[config.mk]
export PLATFORM = sky130hd
export DESIGN_NAME = vga_fb_arbiter
export DESIGN_NICKNAME = d
export VERILOG_FILES = /design/src/rtl/vga_fb_arbiter.sv
export SDC_FILE = /design/constraint.sdc
export NUM_CORES = 1
export LEC_CHECK = 0
export ABC_AREA = 1
export CORE_UTILIZATION = 53
export DETAILED_ROUTE_END_ITERATION = 16
export GPL_TIMING_DRIVEN = 1
export PLACE_DENSITY_LB_ADDON = 0.08
export SYNTH_ARGS = -nofsm -noshare
export SYNTH_HDL_FRONTEND = slang
export SYNTH_SLANG_ARGS = --single-unit
[constraint.sdc]
create_clock -name pclk -period 3.02 [get_ports pclk]
set_input_delay 0.604 -clock pclk [delete_from_list [all_inputs] [get_ports pclk]]
set_output_delay 0.604 -clock pclk [all_outputs]
set_load 0.02 [all_outputs]
[src/rtl/vga_fb_arbiter.sv]
// Framebuffer RAM arbiter: VGA prefetch reads take priority, CPU writes fill the rest.
// Optional sticky underflow flag built only when VGA_ARB_UNDERFLOW_EN is defined.
module vga_fb_arbiter #(
  parameter int H_RES      = 640,
  parameter int V_RES      = 480,
  parameter int ADDR_W     = 19,
  parameter int FIFO_DEPTH = 4
) (
  input  logic              pclk,
  input  logic              reset,
  input  logic              cpu_wr_valid,
  output logic              cpu_wr_ready,
  input  logic [ADDR_W-1:0] cpu_wr_addr,
  input  logic [23:0]       cpu_wr_data,
  input  logic              vga_valid,
  input  logic              vga_vsync,
  output logic [23:0]       vga_data,
  output logic              ram_en,
  output logic              ram_we,
  output logic [ADDR_W-1:0] ram_addr,
  output logic [23:0]       ram_wdata,
  input  logic [23:0]       ram_rdata,
  output logic              underflow
);

  localparam int PW = $clog2(FIFO_DEPTH);
  localparam logic [ADDR_W-1:0] FRAME = ADDR_W'(H_RES * V_RES);
  localparam logic [PW:0] DEPTH = (PW+1)'(FIFO_DEPTH);

  logic [ADDR_W-1:0] fetch_q, fetch_d;
  logic [PW:0]       level_q, level_d;
  logic              infl_q, infl_d;
  logic [PW-1:0]     wptr_q, wptr_d;
  logic [PW-1:0]     rptr_q, rptr_d;
  logic [23:0]       mem_q [FIFO_DEPTH];

  logic need_fetch;
  logic push;
  logic pop;
  logic empty;

  assign empty = (level_q == '0);
  assign push  = infl_q & vga_vsync;
  assign pop   = vga_valid & ~empty;

  // Reserve a slot for the read still in flight so a push never overflows.
  assign need_fetch = vga_vsync & ~reset & (fetch_q < FRAME)
                    & ((level_q + {{PW{1'b0}}, infl_q}) < DEPTH);

  assign cpu_wr_ready = ~need_fetch & ~reset;
  assign vga_data = (~empty & ~reset) ? mem_q[rptr_q] : 24'h0;

  always_comb begin
    ram_en    = 1'b0;
    ram_we    = 1'b0;
    ram_addr  = '0;
    ram_wdata = 24'h0;
    fetch_d   = fetch_q;
    infl_d    = need_fetch;
    wptr_d    = wptr_q;
    rptr_d    = rptr_q;
    level_d   = level_q;
    if (need_fetch) begin
      ram_en   = 1'b1;
      ram_addr = fetch_q;
      fetch_d  = fetch_q + 1'b1;
    end else if (cpu_wr_valid && cpu_wr_ready) begin
      ram_en    = 1'b1;
      ram_we    = 1'b1;
      ram_addr  = cpu_wr_addr;
      ram_wdata = cpu_wr_data;
    end
    if (push) wptr_d = wptr_q + 1'b1;
    if (pop)  rptr_d = rptr_q + 1'b1;
    level_d = level_q + (PW+1)'(push) - (PW+1)'(pop);
    if (!vga_vsync) begin
      fetch_d = '0;
      infl_d  = 1'b0;
      wptr_d  = '0;
      rptr_d  = '0;
      level_d = '0;
    end
  end

  always_ff @(posedge pclk) begin
    if (reset) begin
      fetch_q <= '0;
      level_q <= '0;
      infl_q  <= 1'b0;
      wptr_q  <= '0;
      rptr_q  <= '0;
    end else begin
      fetch_q <= fetch_d;
      level_q <= level_d;
      infl_q  <= infl_d;
      wptr_q  <= wptr_d;
      rptr_q  <= rptr_d;
    end
  end

  always_ff @(posedge pclk) begin
    if (push) mem_q[wptr_q] <= ram_rdata;
  end

`ifdef VGA_ARB_UNDERFLOW_EN
  logic uflow_q;

  always_ff @(posedge pclk) begin
    if (reset) begin
      uflow_q <= 1'b0;
    end else if (vga_valid && empty) begin
      uflow_q <= 1'b1;
    end
  end

  assign underflow = uflow_q;
`else
  assign underflow = 1'b0;
`endif

endmodule
==> impl_metrics.prom, run 1 <==
# TYPE chip_impl_metric gauge
chip_impl_metric{name="setup-violations-final",unit=""} 0
chip_impl_info{name="clock_tree_from_tritoncts",value="done"} 1
chip_impl_metric{name="synth_async_sr_flop_share",unit="%"} 0
chip_impl_metric{name="syn-num-nets",unit=""} 702
chip_impl_metric{name="fin_nets",unit=""} 859
chip_impl_metric{name="r2r.worst_path.cells",unit=""} 8
chip_impl_info{name="worst_r2r_startpoint",value="level_q[1]$_SDFF_PP0_"} 1
chip_impl_metric{name="layout_min_cycle_time",unit="ns"} 2.96
chip_impl_metric{name="leakage",unit="nW"} 3.29
chip_impl_info{name="hp-start",value="rptr_q[1]$_SDFFE_PP0P_"} 1
chip_impl_metric{name="mean_routed_wirelength_per_cell",unit="µm"} 15.0
chip_impl_metric{name="final.setup.tns",unit="ns"} 0
chip_impl_metric{name="clock_tree.buffer_depth",unit=""} 2
chip_impl_metric{name="drt-vias-per-instance",unit=""} 5.18
chip_impl_metric{name="drtIter0Drc",unit=""} 246
chip_impl_metric{name="seq_area_frac_synth",unit="%"} 60.4
chip_impl_metric{name="pre_cts_ws",unit="ns"} -0.136
chip_impl_info{name="rr_endpoint",value="level_q[1]$_SDFF_PP0_"} 1
chip_impl_metric{name="worst_setup_hold_path_clk_slew",unit="ns"} 0.06
chip_impl_metric{name="mappedNetlistArea",unit="mm²"} 0.00573
chip_impl_metric{name="worst_hold_slack",unit="ns"} 0.464
chip_impl_metric{name="die_h",unit="µm"} 106
chip_impl_info{name="cp-endpoint",value="vga_data[2]"} 1
chip_impl_metric{name="ant_nets",unit=""} 0
chip_impl_info{name="setup.worst_path.class",value="input pin to output port"} 1
chip_impl_info{name="worst_hold_path_type",value="flop to flop"} 1
chip_impl_metric{name="timing.final.ws_setup",unit="ns"} 0.0567
chip_impl_metric{name="tritoncts_num_sinks",unit=""} 125
chip_impl_metric{name="die_area",unit="mm²"} 0.0112
chip_impl_metric{name="gp_congestion",unit=""} 0.891
chip_impl_metric{name="drv_cap",unit=""} 0
chip_impl_metric{name="drive_gt1_share",unit="%"} 9.09
chip_impl_metric{name="finalHoldViolCount",unit=""} 0
chip_impl_metric{name="grt_start_max_net_pins",unit=""} 33
chip_impl_info{name="cts_root_buf",value="clkbuf_8"} 1
chip_impl_info{name="layout_common_cells",value="nor2_1, edfxtp_1, clkdlybuf4s50_1"} 1
chip_impl_metric{name="synth.distinct_cells",unit=""} 30
chip_impl_metric{name="cts_htree_levels",unit=""} 4
chip_impl_info{name="synth_flop_cell",value="edfxtp_1"} 1
chip_impl_metric{name="cp.arrival",unit="ns"} 2.36
chip_impl_metric{name="drcViolationCount",unit=""} 0
chip_impl_metric{name="synth_edf_count",unit=""} 96
chip_impl_metric{name="number_of_antenna_violations_at_the_first_check_in_global_routing",unit=""} 0
chip_impl_metric{name="syn2layout_area_growth",unit="%"} 40.3
chip_impl_metric{name="yosysWarnings",unit=""} 0
chip_impl_metric{name="timing.critical_path.fanout_max",unit=""} 18
chip_impl_metric{name="worstMarginPinSlew",unit="ns"} 0.546
chip_impl_metric{name="chipWidth",unit="µm"} 106
chip_impl_metric{name="ir_worst_vdd",unit="V"} 0.000477
chip_impl_metric{name="report.power.total",unit="mW"} 4.45
chip_impl_metric{name="tritoncts.num_buffers",unit=""} 17
chip_impl_info{name="run_status",value="completed"} 1
chip_impl_metric{name="postSynthCellCount",unit=""} 622
chip_impl_metric{name="setup.reg_to_reg.worst_slack",unit="ns"} 0.98
chip_impl_metric{name="clock_latency",unit="ns"} 0.52
chip_impl_metric{name="cp.required",unit="ns"} 2.42
chip_impl_metric{name="initial_utilization",unit="%"} 55.0
chip_impl_metric{name="maxClockFrequency",unit="GHz"} 0.337
chip_impl_metric{name="vias_in_the_first_global_route",unit=""} 4716
chip_impl_metric{name="final_core_util",unit="%"} 77.2
chip_impl_metric{name="globalRoute.totalOverflow",unit=""} 0
chip_impl_metric{name="io_buffers",unit=""} 141
chip_impl_metric{name="drt-pass1-iter-count",unit=""} 5
chip_impl_metric{name="routed_wl",unit="mm"} 13.9
chip_impl_metric{name="grt_pass1_wl",unit="mm"} 22.0
chip_impl_metric{name="timing.max_slew.rel_slack",unit="%"} 63.6
chip_impl_info{name="crit_path_start_kind",value="input pin"} 1
chip_impl_metric{name="num_vias",unit=""} 4804
chip_impl_metric{name="fin_skew",unit="ns"} 0.0112
chip_impl_metric{name="antenna_cells_inserted",unit=""} 0
chip_impl_metric{name="power_density",unit="mW/mm²"} 554
chip_impl_metric{name="ys_seq_elements",unit=""} 125
chip_impl_metric{name="std_cell_rows",unit=""} 37
chip_impl_metric{name="dp_hpwl",unit="mm"} 9.26
chip_impl_metric{name="max_slew_violation_count",unit=""} 0
chip_impl_metric{name="grt.total_usage",unit="%"} 26.0
chip_impl_metric{name="period_share",unit="%"} 98.1
chip_impl_info{name="cp-startpoint",value="reset"} 1
chip_impl_info{name="timing.critical_path.to_type",value="output port"} 1
chip_impl_info{name="mostFrequentLayoutCell",value="nor2_1"} 1
chip_impl_metric{name="ios",unit=""} 143
chip_impl_info{name="grt_setup_unrepaired",value="yes"} 1
chip_impl_metric{name="syn_avg_cell_area",unit="µm²"} 9.21
chip_impl_metric{name="core_area",unit="mm²"} 0.0104
-- power breakdown --
| part | total, mW | internal [mW] | leakage [nW] | switching (mW) |
|---|---|---|---|---|
| clock network | 2.21 | 1.44 | 0.316 | 0.770 |
| logic | 0.362 | 0.174 | 1.88 | 0.187 |
| registers | 1.88 | 1.87 | 1.10 | 0.00955 |
-- worst min path at each step --
stage / endpoint / slack (ns) / cells past startpoint
2_1_floorplan: flop / 0.44 / 2
3_3_place_gp: flop / 0.45 / 2
4_1_cts: flop / 0.48 / 2
3_5_place_dp: rptr_q[1]$_SDFFE_PP0P_ / 0.46 / 2
6_report: flop / 0.46 / 2
5_1_grt: flop / 0.51 / 2
-- per-stage QoR --
step           std cells  area [µm²]
2_1_floorplan        622        5730
3_3_place_gp         893        7410
3_5_place_dp         893        7410
4_1_cts              925        8000
5_1_grt              928        8040
6_report             928        8040
-- cells in the mapped netlist (3+ instances only) --
library cell,count,area [µm²]
nor2_1,157,589
dfxtp_1,29,581
inv_1,83,312
edfxtp_1,96,2880
o22ai_1,15,93.8
o21ai_1,3,15.0
nor3_1,3,15.0
nand3_1,17,85.1
xor2_1,8,70.1
ha_1,7,87.6
buf_6,3,33.8
nand2_1,66,248
buf_2,12,60.1
a21oi_1,38,190
xnor2_1,3,26.3
o21ai_0,53,265
clkbuf_1,11,41.3
nand4_1,3,18.8
-- logic make-up (layout without fill, tap and decap cells) --
family	Yosys count	count (layout)	share of synthesized area [%]
xor+xnor	11	11	1.68
other cells	1	1	0.0654
simple gates	253	253	17.7
buf+inv	113	283	8.12
flops	125	125	60.4
fa+ha+maj	8	8	1.88
compound gates	111	111	10.1
-- critical path, stage by stage --
cell	delay, ns
clkdlybuf4s50_1	0.45
inv_1	0.17
o31ai_4	0.14
buf_12	0.18
a21oi_1	0.18
clkdlybuf4s50_1	0.64
-- layout make-up --
cell class / count / area (µm²)
Tap cell: 136 / 170
Sequential cell: 125 / 3470
Clock buffer: 18 / 418
Clock inverter: 14 / 229
Multi-Input combinational cell: 384 / 1830
Fill cell: 703 / 2380
Inverter: 84 / 319
Timing Repair inverter: 1 / 7.51
Timing Repair Buffer: 166 / 1600
-- timing repair --
action / CTS / global route
gates cloned: 0 / 1
hold buffers: 0 / 0
setup endpoints to repair: 51 / 47
resized for setup: 45 / 7
setup buffers: 0 / 2
-- per-layer routing --
metal	routed length [µm]	share of wire, %	track usage (%)
met1	5470	39	29.3
met2	7220	52	46.3
met3	995	7.2	7.85
met4	190	1.4	9.62
met5	0	0	0
-- registers in the layout, indices dropped and copies added, names as in the netlist, named ones only --
| register | count |
|---|---|
| rptr_q | 2 |
| wptr_q | 2 |
| infl_q | 1 |
| fetch_q | 19 |
| mem_q | 96 |
| level_q | 3 |
(Power assumes the default switching activity.)
==> inputs of run 2 (changes only) <==
--- a/config.mk
+++ b/config.mk
@@ -10,6 +10,7 @@
 export DETAILED_ROUTE_END_ITERATION = 16
 export GPL_TIMING_DRIVEN = 1
 export PLACE_DENSITY_LB_ADDON = 0.08
+export SKIP_LAST_GASP = 1
 export SYNTH_ARGS = -nofsm -noshare
 export SYNTH_HDL_FRONTEND = slang
 export SYNTH_SLANG_ARGS = --single-unit
==> results of run 2 <==
Final layout, timing and power as in run 1 (identical DEF).
==> inputs of run 3 (changes only) <==
--- a/config.mk
+++ b/config.mk
@@ -8,9 +8,11 @@
 export ABC_AREA = 1
 export CORE_UTILIZATION = 53
 export DETAILED_ROUTE_END_ITERATION = 16
-export GPL_TIMING_DRIVEN = 1
+export GPL_TIMING_DRIVEN = 0
+export HOLD_SLACK_MARGIN = 0.08
 export PLACE_DENSITY_LB_ADDON = 0.08
 export SKIP_LAST_GASP = 1
 export SYNTH_ARGS = -nofsm -noshare
 export SYNTH_HDL_FRONTEND = slang
 export SYNTH_SLANG_ARGS = --single-unit
+export TNS_END_PERCENT = 10
==> run 3 against run 2 <==
The flow now finishes with violations (negative setup slack). Maximum frequency fell by 6.8%. Sequential power barely moved. Register-to-register slack worse by 0.09 ns. Critical path depth increased by 4. Setup slack lost 0.22 ns. Critical path type unchanged. Critical endpoint is now ram_wdata[4].
==> impl_metrics.prom, run 3 (synthesis gave the netlist of run 1 again) <==
# TYPE chip_impl_metric gauge
chip_impl_metric{name="r2r.worst_path.cells",unit=""} 8
chip_impl_metric{name="hold_depth",unit=""} 2
chip_impl_metric{name="core_area",unit="mm²"} 0.0104
chip_impl_metric{name="sequential_cell_area",unit="mm²"} 0.00346
chip_impl_metric{name="globalRoute.totalOverflow",unit=""} 0
chip_impl_info{name="layout_common_cells",value="nor2_1, clkdlybuf4s50_1, edfxtp_1"} 1
chip_impl_metric{name="number_of_antenna_violations_at_the_first_check_in_global_routing",unit=""} 0
chip_impl_metric{name="setup.reg_to_reg.worst_slack",unit="ns"} 0.89
chip_impl_metric{name="clock_tree.buffer_depth",unit=""} 2
chip_impl_metric{name="multi_input_comb_area",unit="mm²"} 0.00182
chip_impl_metric{name="final_core_util",unit="%"} 76.4
chip_impl_metric{name="drtIter0Drc",unit=""} 302
chip_impl_info{name="violations_in_the_final_reports",value="negative setup slack"} 1
chip_impl_metric{name="drcViolationCount",unit=""} 0
chip_impl_metric{name="setup-violations-final",unit=""} 28
chip_impl_metric{name="dp_hpwl",unit="mm"} 9.93
chip_impl_metric{name="die_h",unit="µm"} 106
chip_impl_metric{name="p_comb_share",unit="%"} 8.8
chip_impl_info{name="largestRegisters",value="mem_q (96), fetch_q (19), level_q (3)"} 1
chip_impl_metric{name="drv_cap",unit=""} 0
chip_impl_metric{name="cts_htree_levels",unit=""} 4
chip_impl_metric{name="ios",unit=""} 143
chip_impl_metric{name="fin_nets",unit=""} 866
chip_impl_info{name="worst_hold_path_type",value="flop to flop"} 1
chip_impl_metric{name="ir_worst_vdd",unit="V"} 0.000327
chip_impl_metric{name="syn2layout_area_growth",unit="%"} 38.9
chip_impl_metric{name="timing.max_slew.rel_slack",unit="%"} 39.2
chip_impl_metric{name="netSwitchingPower",unit="mW"} 0.904
chip_impl_metric{name="cp.arrival",unit="ns"} 2.58
chip_impl_metric{name="drt-vias-per-instance",unit=""} 5.21
chip_impl_metric{name="ant_nets",unit=""} 0
chip_impl_metric{name="std_cell_rows",unit=""} 37
chip_impl_metric{name="drive_gt1_share",unit="%"} 8.39
chip_impl_metric{name="final-instance-count-excl-fill",unit=""} 935
chip_impl_metric{name="mean_routed_wirelength_per_cell",unit="µm"} 15.4
chip_impl_info{name="hp-start",value="fetch_q[5]$_SDFFE_PP0N_"} 1
chip_impl_info{name="largest_register",value="mem_q"} 1
chip_impl_metric{name="worst_hold_slack",unit="ns"} 0.482
chip_impl_metric{name="timing.critical_path.fanout_max",unit=""} 10
chip_impl_info{name="timing.critical_path.to_type",value="output port"} 1
chip_impl_metric{name="number_of_buffers_added_to_fix_hold_violations_after_cts",unit=""} 0
chip_impl_metric{name="largest_reg_flops",unit=""} 96
chip_impl_metric{name="initial_utilization",unit="%"} 55.0
chip_impl_metric{name="fin_skew",unit="ns"} 0.00572
chip_impl_info{name="cts_root_buf",value="clkbuf_8"} 1
chip_impl_metric{name="grt_start_max_net_pins",unit=""} 17
chip_impl_metric{name="timing.final.ws_setup",unit="ns"} -0.160
chip_impl_metric{name="gp_congestion",unit=""} 0.919
chip_impl_info{name="grt_setup_unrepaired",value="yes"} 1
chip_impl_metric{name="tritoncts.num_buffers",unit=""} 17
chip_impl_info{name="worst_r2r_startpoint",value="level_q[1]$_SDFF_PP0_"} 1
chip_impl_metric{name="proportion_of_power_drawn_by_the_clock_network",unit="%"} 46.3
chip_impl_metric{name="power_density",unit="mW/mm²"} 526
chip_impl_metric{name="n_fill_cell",unit=""} 721
chip_impl_info{name="rr_endpoint",value="level_q[1]$_SDFF_PP0_"} 1
chip_impl_info{name="run_status",value="finished, violations left"} 1
chip_impl_metric{name="grt.total_usage",unit="%"} 27.2
chip_impl_metric{name="cp.required",unit="ns"} 2.42
chip_impl_info{name="setup.worst_path.class",value="input pin to output port"} 1
chip_impl_metric{name="tritoncts_num_sinks",unit=""} 125
chip_impl_metric{name="antenna_cells_inserted",unit=""} 0
chip_impl_metric{name="max_slew_violation_count",unit=""} 0
chip_impl_metric{name="io_buffers",unit=""} 141
chip_impl_metric{name="placed_cells_incl_taps",unit=""} 903
chip_impl_info{name="crit_path_start_kind",value="input pin"} 1
chip_impl_metric{name="vias_in_the_first_global_route",unit=""} 5077
chip_impl_metric{name="grt_pass1_wl",unit="mm"} 23.3
chip_impl_metric{name="report.power.total",unit="mW"} 4.18
chip_impl_metric{name="stdcell_area",unit="mm²"} 0.00796
chip_impl_metric{name="routed_wl",unit="mm"} 14.4
chip_impl_info{name="mostFrequentLayoutCell",value="nor2_1"} 1
chip_impl_metric{name="worstMarginPinSlew",unit="ns"} 0.912
chip_impl_metric{name="finalHoldViolCount",unit=""} 0
chip_impl_metric{name="p_int",unit="mW"} 3.28
chip_impl_metric{name="clock_latency",unit="ns"} 0.52
chip_impl_metric{name="layout_min_cycle_time",unit="ns"} 3.18
chip_impl_metric{name="worst_setup_hold_path_clk_slew",unit="ns"} 0.06
chip_impl_info{name="clock_tree_from_tritoncts",value="done"} 1
chip_impl_metric{name="num_vias",unit=""} 4868
chip_impl_metric{name="die_area",unit="mm²"} 0.0112
chip_impl_metric{name="leakage",unit="nW"} 3.20
chip_impl_metric{name="maxClockFrequency",unit="GHz"} 0.314
chip_impl_metric{name="netSwitchingFraction",unit="%"} 21.6
chip_impl_metric{name="p_seq_share",unit="%"} 44.9
chip_impl_metric{name="chipWidth",unit="µm"} 106
chip_impl_info{name="worstHoldEndpoint",value="fetch_q[5]$_SDFFE_PP0N_"} 1
chip_impl_metric{name="period_share",unit="%"} 105
chip_impl_metric{name="drt-pass1-iter-count",unit=""} 5
chip_impl_metric{name="detailed_place.area",unit="mm²"} 0.00738
-- run 3: cell count changes in the layout (fill, tap and decap cells not counted), sizes merged --
cell / delta
buf: -5
bufinv: -2
clkbuf: +12
clkdlybuf4s50: +16
clkinv: +8
clkinvlp: -1
dlygate4sd2: -18
dlymetal6s2s: +2
inv: -5
-- run 3: layer usage --
metal  GRT usage [%]  share of wire, %  routed length (µm)
met1            29.8                38                5480
met2            49.1                52                7550
met3            6.13               6.6                 947
met4            14.2               2.9                 416
met5               0                 0                   0
-- run 3: worst max-delay path by stage --
| stage | startpoint | endpoint | slack, ns | cells past startpoint |
|---|---|---|---|---|
| 6_report | vga_vsync | ram_wdata[4] | -0.16 | 10 |
| 4_1_cts | vga_vsync | ram_wdata[3] | -0.19 | 10 |
| 5_1_grt | fetch_q[13]$_SDFFE_PP0N_ | ram_addr[6] | -0.27 | 9 |
| 2_1_floorplan | vga_vsync | ram_addr[0] | 0.81 | 7 |
| 3_3_place_gp | vga_vsync | mem_q[3][16]$_DFFE_PP_ | -0.42 | 3 |
| 3_5_place_dp | vga_vsync | ram_addr[11] | -0.34 | 9 |
-- run 3: per-stage QoR --
| stage | TNS, ns | setup WS [ns] |
|---|---|---|
| 5_1_grt | -7.95 | -0.274 |
| 4_1_cts | -4.04 | -0.188 |
| 6_report | -2.35 | -0.160 |
| 3_5_place_dp | -13.40 | -0.336 |
| 2_1_floorplan | 0 | 0.806 |
| 3_3_place_gp | -47.80 | -0.422 |
-- run 3: final cells by class --
cell class | count | share of cell area [%]
repair buffers | 145 | 18.2
well taps | 136 | 2.14
flip-flops and latches | 125 | 43.5
clock buffers | 17 | 5.20
plain buffers | 29 | 2.15
clock inverters | 15 | 1.93
inverters | 84 | 3.96
multi-input cells | 384 | 22.9
-- run 3: timing repair --
action                                  in CTS  in global routing
pin swaps                                    1                  0
buffers inserted                             0                  0
endpoints found under the setup margin      70                 68
gates resized for setup                     39                  7
-- run 3: worst max-delay path: stages --
cell and delay (ns):
clkdlybuf4s50_1 0.50, inv_1 0.06, nor2_2 0.14, nand2_1 0.07, nor2_1 0.12, nand2_2 0.14
nand3_2 0.13, buf_2 0.21, nor2_1 0.06, clkdlybuf4s50_1 0.54
-- run 3: power by group through the flow --
| stage | Sequential [mW] | Combinational, mW | Clock [mW] |
|---|---|---|---|
| after floorplan | 1.91 | 0.161 | 0 |
| after global placement | 1.91 | 0.363 | 0 |
| after detailed placement | 1.91 | 0.374 | 0 |
| after CTS | 1.88 | 0.368 | 1.95 |
| after global routing | 1.88 | 0.398 | 2.02 |
| final | 1.88 | 0.367 | 1.94 |
